File: config.mk
export PLATFORM = sky130hd
export DESIGN_NAME = fetch_stage
export DESIGN_NICKNAME = d
export VERILOG_FILES = /design/src/rtl/fetch_stage_pkg.sv /design/src/rtl/fetch_addr_check.sv /design/src/rtl/fetch_stage.sv
export SDC_FILE = /design/constraint.sdc
export NUM_CORES = 1
export LEC_CHECK = 0
export ABC_AREA = 1
export BUFFER_PORTS_ARGS = -buffer_cell sky130_fd_sc_hd__buf_2
export CAP_MARGIN = 25
export CORE_MARGIN = 2
export CORE_UTILIZATION = 45
export CTS_CLUSTER_DIAMETER = 80
export DETAILED_ROUTE_END_ITERATION = 8
export PLACE_DENSITY_LB_ADDON = 0.1
export SLEW_MARGIN = 20
export SYNTH_ARGS = -nofsm -noshare
export SYNTH_HDL_FRONTEND = slang
export SYNTH_SLANG_ARGS = --single-unit
File: constraint.sdc
create_clock -name clk -period 2.3 [get_ports clk]
set_input_delay 0.345 -clock clk [delete_from_list [all_inputs] [get_ports clk]]
set_output_delay 0.345 -clock clk [all_outputs]
set_load 0.1 [all_outputs]
File: src/rtl/fetch_stage_pkg.sv
// +--------------------------------------------------------------------+
// | fetch_stage_pkg: exception codes and address map for fetch         |
// | Rev 1.0                                                            |
// +--------------------------------------------------------------------+
`default_nettype none

package fetch_stage_pkg;

    typedef enum logic [4:0] {
        EXC_INT  = 5'd0,
        EXC_ADEL = 5'd4
    } exc_code_t;

    localparam logic [31:0] RESET_VECTOR   = 32'h0000_3000;
    localparam logic [31:0] HANDLER_VECTOR = 32'h0000_4180;
    localparam logic [31:0] TEXT_LOW       = 32'h0000_3000;
    localparam logic [31:0] TEXT_HIGH      = 32'h0000_6FFC;
    localparam logic [31:0] PC_STEP        = 32'd4;

    // Misaligned or outside the text segment.
    function automatic logic is_addr_fault(input logic [31:0] pc);
        return (pc[1:0] != 2'b00) || (pc < TEXT_LOW) || (pc > TEXT_HIGH);
    endfunction

endpackage

`default_nettype wire

File: src/rtl/fetch_addr_check.sv
// +--------------------------------------------------------------------+
// | fetch_addr_check: combinational fetch address fault detection      |
// | Rev 1.0                                                            |
// +--------------------------------------------------------------------+
`default_nettype none

module fetch_addr_check
    import fetch_stage_pkg::*;
(
    input  logic [31:0] Pc_F,
    output logic        fault,
    output logic [4:0]  Exception_F
);

    always_comb begin
        fault       = is_addr_fault(Pc_F);
        Exception_F = fault ? EXC_ADEL : EXC_INT;
    end

endmodule

`default_nettype wire

File: src/rtl/fetch_stage.sv
// +--------------------------------------------------------------------+
// | fetch_stage: PC register, next-PC selection and instruction fetch  |
// | Rev 1.0                                                            |
// +--------------------------------------------------------------------+
`default_nettype none

module fetch_stage
    import fetch_stage_pkg::*;
(
    input  logic        clk,
    input  logic        reset,
    input  logic        En_F,
    input  logic        req,
    input  logic        eret_D,
    input  logic [31:0] EPC,
    input  logic        Jump_D,
    input  logic [31:0] NPC_D,
    input  logic        IsBJ_D,
    output logic [31:0] i_inst_addr,
    input  logic [31:0] i_inst_rdata,
    output logic [31:0] Pc_F,
    output logic [31:0] Instruction_F,
    output logic [4:0]  Exception_F,
    output logic        BD_F,
    output logic [31:0] Fetch_Cnt
);

    logic [31:0] pc_q;
    logic [31:0] pc_next;
    logic [31:0] cnt_q;
    logic        advance;
    logic        fault;

    // req outranks the stall so an exception is never lost while held.
    always_comb begin
        pc_next = pc_q + PC_STEP;
        advance = 1'b0;
        if (req) begin
            pc_next = HANDLER_VECTOR;
        end else if (!En_F) begin
            pc_next = pc_q;
        end else begin
            advance = 1'b1;
            if (eret_D) begin
                pc_next = EPC;
            end else if (Jump_D) begin
                pc_next = NPC_D;
            end
        end
    end

    always_ff @(posedge clk) begin
        if (!reset) begin
            pc_q  <= RESET_VECTOR;
            cnt_q <= 32'd0;
        end else begin
            pc_q <= pc_next;
            if (advance) begin
                cnt_q <= cnt_q + 32'd1;
            end
        end
    end

    fetch_addr_check u_addr_check (
        .Pc_F        (pc_q),
        .fault       (fault),
        .Exception_F (Exception_F)
    );

    assign Pc_F          = pc_q;
    assign i_inst_addr   = pc_q;
    assign Instruction_F = fault ? 32'd0 : i_inst_rdata;
    assign BD_F          = IsBJ_D;
    assign Fetch_Cnt     = cnt_q;

endmodule

`default_nettype wire

# [Word-level counts from Yosys, hierarchy flattened]
# Cells that the tools add are included.
[op_classes] n_addsub=2 order_cmp=2 n_mux=8 n_bitwise=1 n_reduce_logical=5
[ops] op="$mux W32" count=3
[ops] op="$add A32 B1 Y32 const B" count=1
[ops] op="$add A32 B3 Y32 const B" count=1
[ops] op="$gt A32 B15 Y1 const B" count=1
[ops] op="$lt A32 B14 Y1 const B" count=1
[ops] op="$mux W15" count=2
[ops] op="$reduce_bool A2 Y1" count=2
[ops] op="$mux W3" count=1
[ops] op="$logic_or A1 B1 Y1" count=2
[ops] op="$mux W1" count=2
[ops] op="$reduce_or A2 Y1" count=1
[ops] op="$not A1 Y1" count=1
[word_totals] register_bits=64 in_bits=103 output_inout_bits=134 wordCells=21

# [Logic depth before layout (Yosys ltp)]
# Gate-level depths: netlist (run 1).
[logic_depth] depth_word=5 depth_mapped=10 depth_no_buf=10

# [Hierarchy]
# A second synthesis (run 1) with hierarchy kept.
[unflattened] hier_cells=796 hier_area_um2=4824.6
[modules_own_cells] module="fetch_stage" n_inst=1 cells_each=767 area_each_um2=4692.0 seq_area_each_um2=1281.2
[modules_own_cells] module="fetch_addr_check" n_inst=1 cells_each=29 area_each_um2=132.6 seq_area_each_um2=0.0

# [Worst setup path before layout (run 1)]
# No wires, ideal clock.
[synth_path] path_type="register -> output" startpoint="register pc_q[12], in the netlist Pc_F[12]" endpoint="output port Instruction_F[10]" arrival_time_ns=3.080 required_time_ns=1.955 setup_slack_ns=-1.125 path_stages_with_launch=6 path_buffers=1 cell_sequence="dfxtp_1 > nand2_1 > a21oi_1 > nand4_1 > clkbuf_1 > nor2_1"
[synth_via] elab_chain_len=4 word_cells_on_any_way=5 cone_classes="order compare: 2; mux: 1; reduce/logical: 2"
[synth_lines] item="start: declaration" line="fetch_stage.sv:28" source="logic [31:0] pc_q;"
[synth_lines] item="start signal: assignment" line="fetch_stage.sv:57" source="pc_q <= pc_next;"
[synth_lines] item="$lt A32 B14 Y1" line="fetch_stage_pkg.sv:22" source="return (pc[1:0] != 2'b00) || (pc < TEXT_LOW) || (pc > TEXT_HIGH);"
[synth_lines] item="$logic_or A1 B1 Y1" line="fetch_stage_pkg.sv:22"
[synth_lines] item="$logic_or A1 B1 Y1 *" line="fetch_stage_pkg.sv:22"
[synth_lines] item="$mux W32 *" line="fetch_stage.sv:72" source="assign Instruction_F = fault ? 32'd0 : i_inst_rdata;"
[synth_lines] item="end: declaration" line="fetch_stage.sv:22" source="output logic [31:0] Instruction_F,"
# Mark *: on every way between the ends. The rest lies on a longest branch, timed or not.

==> out/results.ini, run 1 <==
[power_and_ir_drop]
switchingPower_uw=1464
internal-power_uw=2042
clkPwrFrac=0.283
leakagePower_uw=0.003079
comb_power_share=0.377
p_seq_frac=0.340
swShare=0.4176
peakVddDrop_uv=290.7
powerDensity_nw_per_um2=508.4

[finish]
syn2layout_area_growth_pct=44.43
fill_cells=991
multi_input_area_sq_um=3022
drive_above_1_share=0.3518
final-seq-area_sq_um=1319
antenna_cells=0
final_cells=1128
nets=1092
fin_area_sq_um=6898

[synth]
synthCells=790
synth_area_leaders=dfxtp_1 27%, nand2_1 16%, nor2_1 10%, inv_1 6.8%, a21oi_1 6.0%
ys_seq_area_frac=0.2683
synth_area_sq_um=4776
synth_area_per_cell_sq_um=6.045
yosys_warnings=0
synth_async_sr_flop_share=0
synth_edf_count=0
synth-seq-cells=64
synth_most_common_cell=nand2_1
synth_top_area_frac=0.2683
synth_top_cell_by_area=dfxtp_1
yosysUniqueCellTypes=40
synthFlopType=dfxtp_1
yosys-top-cells-count=208 x nand2_1, 127 x nor2_1, 86 x inv_1

[routing]
viasPerCell=5.012
drt_iter0_drc=258
dr.pass1.iters=5
vias=5653
ant_nets=0
wirelength_microns=15720
wl_per_cell_microns=13.93
post-route-drc-count=0

[grt]
grt_max_degree=29
grt_pass1_wl_microns=24610
grt_pass1_vias=5131
grt.overflow.total=0
grt_antenna_before_repair=0
grt.total_usage=0.2673

[sta]
setup_violations=0
fin_skew_ns=0.007661
maxSlewViolCount=0
fin_crit_ns=2.222
finalHoldViolCount=0
fmaxAchievable_ghz=0.4500
worst_pin_slew_ns=0.5149
slew_headroom=0.6591
min_period_over_period=0.9661

[critical_path]
crit_required_ns=1.96
cp-end-kind=output pin
reg2reg_from=Pc_F[2]
crit_path_max_fanout=8
r2r_slack_ns=0.49
worstPathArrival_ns=1.88
r2r-end=Pc_F[16]
start_kind=register
ff2ff_path_depth=7
path_class=register to output pin

[clock_network]
clk_path_buf_depth=2
root_buffer=clkbuf_8
cts_tree=yes
htreeDepth=3
clkSinkCount=64
clock_latency_ns=0.35
ctsHoldBuffers=0
cts-buffers-inserted=9
clk_pin_slew_ns=0.06

[placement]
port_buffers=230
place_inst=1107
hpwl_microns=12020
dpl-instance-area_sq_um=6555
gp_congestion=0.9375

[die]
die_area_sq_um=11450
die_w_microns=107.0
initial_core_util=0.4626
die_h_microns=107.0
fp.coreArea_sq_um=10320
rows=37
pin_count=237

[flow_run]
max_cap_violations=0

[hold_path]
min_path_type=input port to register
holdPathStages=3
hp-start=NPC_D[1]

[outcome]
status=completed

## cell type report
class                           count  share of cell area
Clock buffer                       15             0.02884
Clock inverter                      1           0.0007256
Inverter                           96             0.05224
Multi-Input combinational cell    573              0.4381
Sequential cell                    64              0.1912
Tap cell                          136             0.02467
Timing Repair Buffer              243              0.2643
## critical path, cell delays in order (launching register included)
cell and delay (ns):
dfxtp_2 0.35, nor3_4 0.17, nand2_1 0.08, a21oi_2 0.14
nand4_1 0.12, buf_6 0.18, clkbuf_16 0.19, nor2_4 0.13
buf_12 0.18
## cell families (layout without fill, tap and decap cells)
group | after synthesis | after routing | share of synthesized area
AOI/OAI and AO/OA | 134 | 134 | 0.1692
and+or+nand+nor | 423 | 423 | 0.3828
other | 1 | 4 | 0.0007852
xor gates and xnor gates | 10 | 10 | 0.01834
buffers and inverters | 156 | 355 | 0.1554
adders and majority gates | 2 | 2 | 0.005239
DFF | 64 | 64 | 0.2683
## per-stage QoR
step                        TNS [ns]  utilization  setup slack, ns  hold WS (ns)  total power (uW)
after floorplan              -0.1084            -         -0.02270        0.4834              2186
after global placement             0       0.6350           0.3764        0.4823              2483
after detailed placement           0       0.6350           0.3709        0.4841              2491
after CTS                          0       0.6586          0.01511        0.2452              3498
after global routing      -0.0004328       0.6682       -0.0004328        0.2451              3644
final                              0       0.6682          0.07789        0.2543              3507
## power groups by stage
stage | combinational (uW) | clock, uW | sequential (uW)
2_1_floorplan | 769 | 0 | 1420
3_3_place_gp | 1270 | 0 | 1220
3_5_place_dp | 1270 | 0 | 1220
4_1_cts | 1290 | 1010 | 1190
5_1_grt | 1380 | 1070 | 1200
6_report | 1320 | 991 | 1190
## metal layers
metal / global-route usage / part of all wire
met5: 0 / 0
met2: 0.4937 / 0.51
met3: 0.05228 / 0.061
met1: 0.3102 / 0.40
met4: 0.07607 / 0.019
## cells in the final DEF, fill, tap and decap left out, types with 8 or more instances in the layout
cell	count
inv_1	86
nand3_1	46
buf_12	33
nor2_2	9
buf_4	8
inv_2	9
dfxtp_1	42
buf_2	197
o21ai_1	9
clkbuf_8	10
dfxtp_2	18
a21oi_1	56
a221oi_1	19
nand4_1	8
nor2_1	95
nor2_4	39
o21ai_0	26
nand2_1	207
## how the worst max path moves through the flow
stage / start / endpoint / slack (ns) / cells past startpoint
after floorplan: Pc_F[30] / Instruction_F[10] / -0.02 / 6
after global placement: Pc_F[30] / Instruction_F[31] / 0.38 / 7
after detailed placement: Pc_F[30] / Instruction_F[31] / 0.37 / 7
after CTS: Pc_F[30] / Instruction_F[1] / 0.02 / 8
after global routing: register / Instruction_F[0] / -0.0004 / 8
final: register / Instruction_F[0] / 0.08 / 8
## repair_timing
item                       in CTS  in global routing
setup endpoints to repair       1                 32
gates resized for setup         2                  9
hold endpoints to repair        0                  0
setup buffers                   1                  1
pin swaps                       0                  5
gates cloned                    1                  2
## state kept, by name (all words and copies together) (netlist names), named ones only
name       count
Pc_F          30
Fetch_Cnt     32
Power figures use the tool's default switching activity.
==> run 2: changes to the inputs <==
--- a/config.mk
+++ b/config.mk
@@ -6,7 +6,7 @@
 export NUM_CORES = 1
 export LEC_CHECK = 0
 export ABC_AREA = 1
-export BUFFER_PORTS_ARGS = -buffer_cell sky130_fd_sc_hd__buf_2
+export BUFFER_PORTS_ARGS = -buffer_cell sky130_fd_sc_hd__buf_4
 export CAP_MARGIN = 25
 export CORE_MARGIN = 2
 export CORE_UTILIZATION = 45
==> run 2 against run 1 <==
Effect of this change:
- power shrank 0.82%
- register-to-register slack gained 0.04 ns
- via count down 0.16%
- combinational power about the same
- fmax decreased by 1.5%
- worst hold slack gained 0.014 ns
- final cell count shrank 0.44%
- final area grew 4.0%
- first-iteration DRC count increased by 39%
- critical path type unchanged
==> out/results.ini, run 2 (synthesis results as in run 1) <==
[power_and_ir_drop]
peakVddDrop_uv=290.2
swShare=0.4239
clkPwrFrac=0.269
leakagePower_uw=0.003087
powerDensity_nw_per_um2=484.8
p_seq_frac=0.344
switchingPower_uw=1474
finalPower_uw=3478
comb_power_share=0.387
internal-power_uw=2004

[die]
pin_count=237
die_area_sq_um=11450
rows=37
initial_core_util=0.4626
die_h_microns=107.0
fp.coreArea_sq_um=10320
die_w_microns=107.0

[routing]
vias=5644
dr.pass1.iters=5
drt-met1-wl_microns=6358
wl_per_cell_microns=14.31
wirelength_microns=16070
drt_iter0_drc=358
post-route-drc-count=0
highest_layer=met4
viasPerCell=5.026
wl_met3_microns=929
ant_nets=0
wl_met2_microns=8438

[finish]
antenna_cells=0
nets=1088
drive_above_1_share=0.3495
final_cells=1123
final_cell_mix=207 x nand2_1, 205 x buf_4, 95 x nor2_1
fin_area_sq_um=7174
final_util=0.6949
fill_cells=920
mostFrequentLayoutCell=nand2_1
syn2layout_area_growth_pct=50.22
largest_reg_flops=32

[clock_network]
clkSinkCount=64
cts_tree=yes
clk_pin_slew_ns=0.07
root_buffer=clkbuf_8
clk_path_buf_depth=2
cts-buffers-inserted=9
clock_latency_ns=0.35
htreeDepth=3

[grt]
grt.overflow.total=0
grt_antenna_before_repair=0
grt_max_degree=29
grt_pass1_wl_microns=25610
grt.total_usage=0.2763
grt_pass1_vias=5293

[hold_path]
holdPathStages=3
min_path_type=input port to register
hp-start=NPC_D[1]

[sta]
fin_skew_ns=0.01130
setup_ws_ns=0.04356
finalHoldViolCount=0
fmaxAchievable_ghz=0.4432
min_period_over_period=0.9811
maxSlewViolCount=0
fin_crit_ns=2.256
setup_violations=0

[critical_path]
r2r_slack_ns=0.53
crit_required_ns=1.96
r2r-end=Pc_F[16]
cp-end-kind=output pin
crit_path_max_fanout=17
worstPathArrival_ns=1.91
path_class=register to output pin
reg2reg_from=Pc_F[2]
start_kind=register
ff2ff_path_depth=7

[placement]
port_buffers=230
dpl_worst_slack_ns=0.3210
dpl-instance-area_sq_um=6628
hpwl_microns=11890
gp_congestion=0.9505
place_inst=1106

[outcome]
status=completed

[flow_run]
max_cap_violations=0

[run 2: final cells by class]
type | instances | area [sq um] | share of cell area
Clock buffer | 13 | 170.2 | 0.02372
Timing Repair Buffer | 239 | 2130 | 0.2968
Multi-Input combinational cell | 573 | 3015 | 0.4203
Sequential cell | 64 | 1316 | 0.1835
Clock inverter | 2 | 12.51 | 0.001744
Tap cell | 136 | 170.2 | 0.02372
Inverter | 96 | 360.3 | 0.05023
[run 2: timing repair]
action,4_1_cts,5_1_grt
hold endpoints to repair,0,0
setup endpoints to repair,32,32
buffers inserted,1,0
gates cloned,1,0
resized for setup,34,49
hold buffers,0,0
[run 2: per-stage QoR]
step	hold WS, ns	setup TNS [ns]
after floorplan	0.4834	-0.1084
after detailed placement	0.4945	0
after global routing	0.2759	-0.05250
final	0.2681	0
after CTS	0.2628	0
after global placement	0.4877	0
[run 2: power groups by stage]
stage / clock network (uW) / logic [uW] / registers, uW
after global routing: 992 / 1400 / 1200
after floorplan: 0 / 769 / 1420
after CTS: 944 / 1300 / 1190
after detailed placement: 0 / 1250 / 1220
after global placement: 0 / 1250 / 1220
final: 937 / 1350 / 1200
[run 2: worst max-delay path by stage]
stage,startpoint,endpoint,slack [ns],cells past startpoint
finish,Pc_F[30],Instruction_F[22],0.04,8
global route,Pc_F[30],Instruction_F[22],-0.01,8
CTS,Pc_F[30],Instruction_F[10],0.00002,8
detailed placement,Pc_F[30],Instruction_F[10],0.32,7
global placement,Pc_F[30],Instruction_F[10],0.34,7
floorplan,Pc_F[30],Instruction_F[10],-0.02,6
[run 2: critical path: stages, from the launching register on]
cell	delay, ns
dfxtp_2	0.36
nor3_2	0.19
nand2_1	0.09
a21oi_2	0.12
nand4_1	0.10
buf_4	0.18
buf_12	0.18
nor2_4	0.12
buf_8	0.21
[run 2: metal layers]
| metal | GRT usage | up-vias |
|---|---|---|
| li1 | - | 2901 |
| met1 | 0.3273 | 2535 |
| met2 | 0.4964 | 177 |
| met3 | 0.05714 | 31 |
| met4 | 0.08627 | 0 |
| met5 | 0 | - |
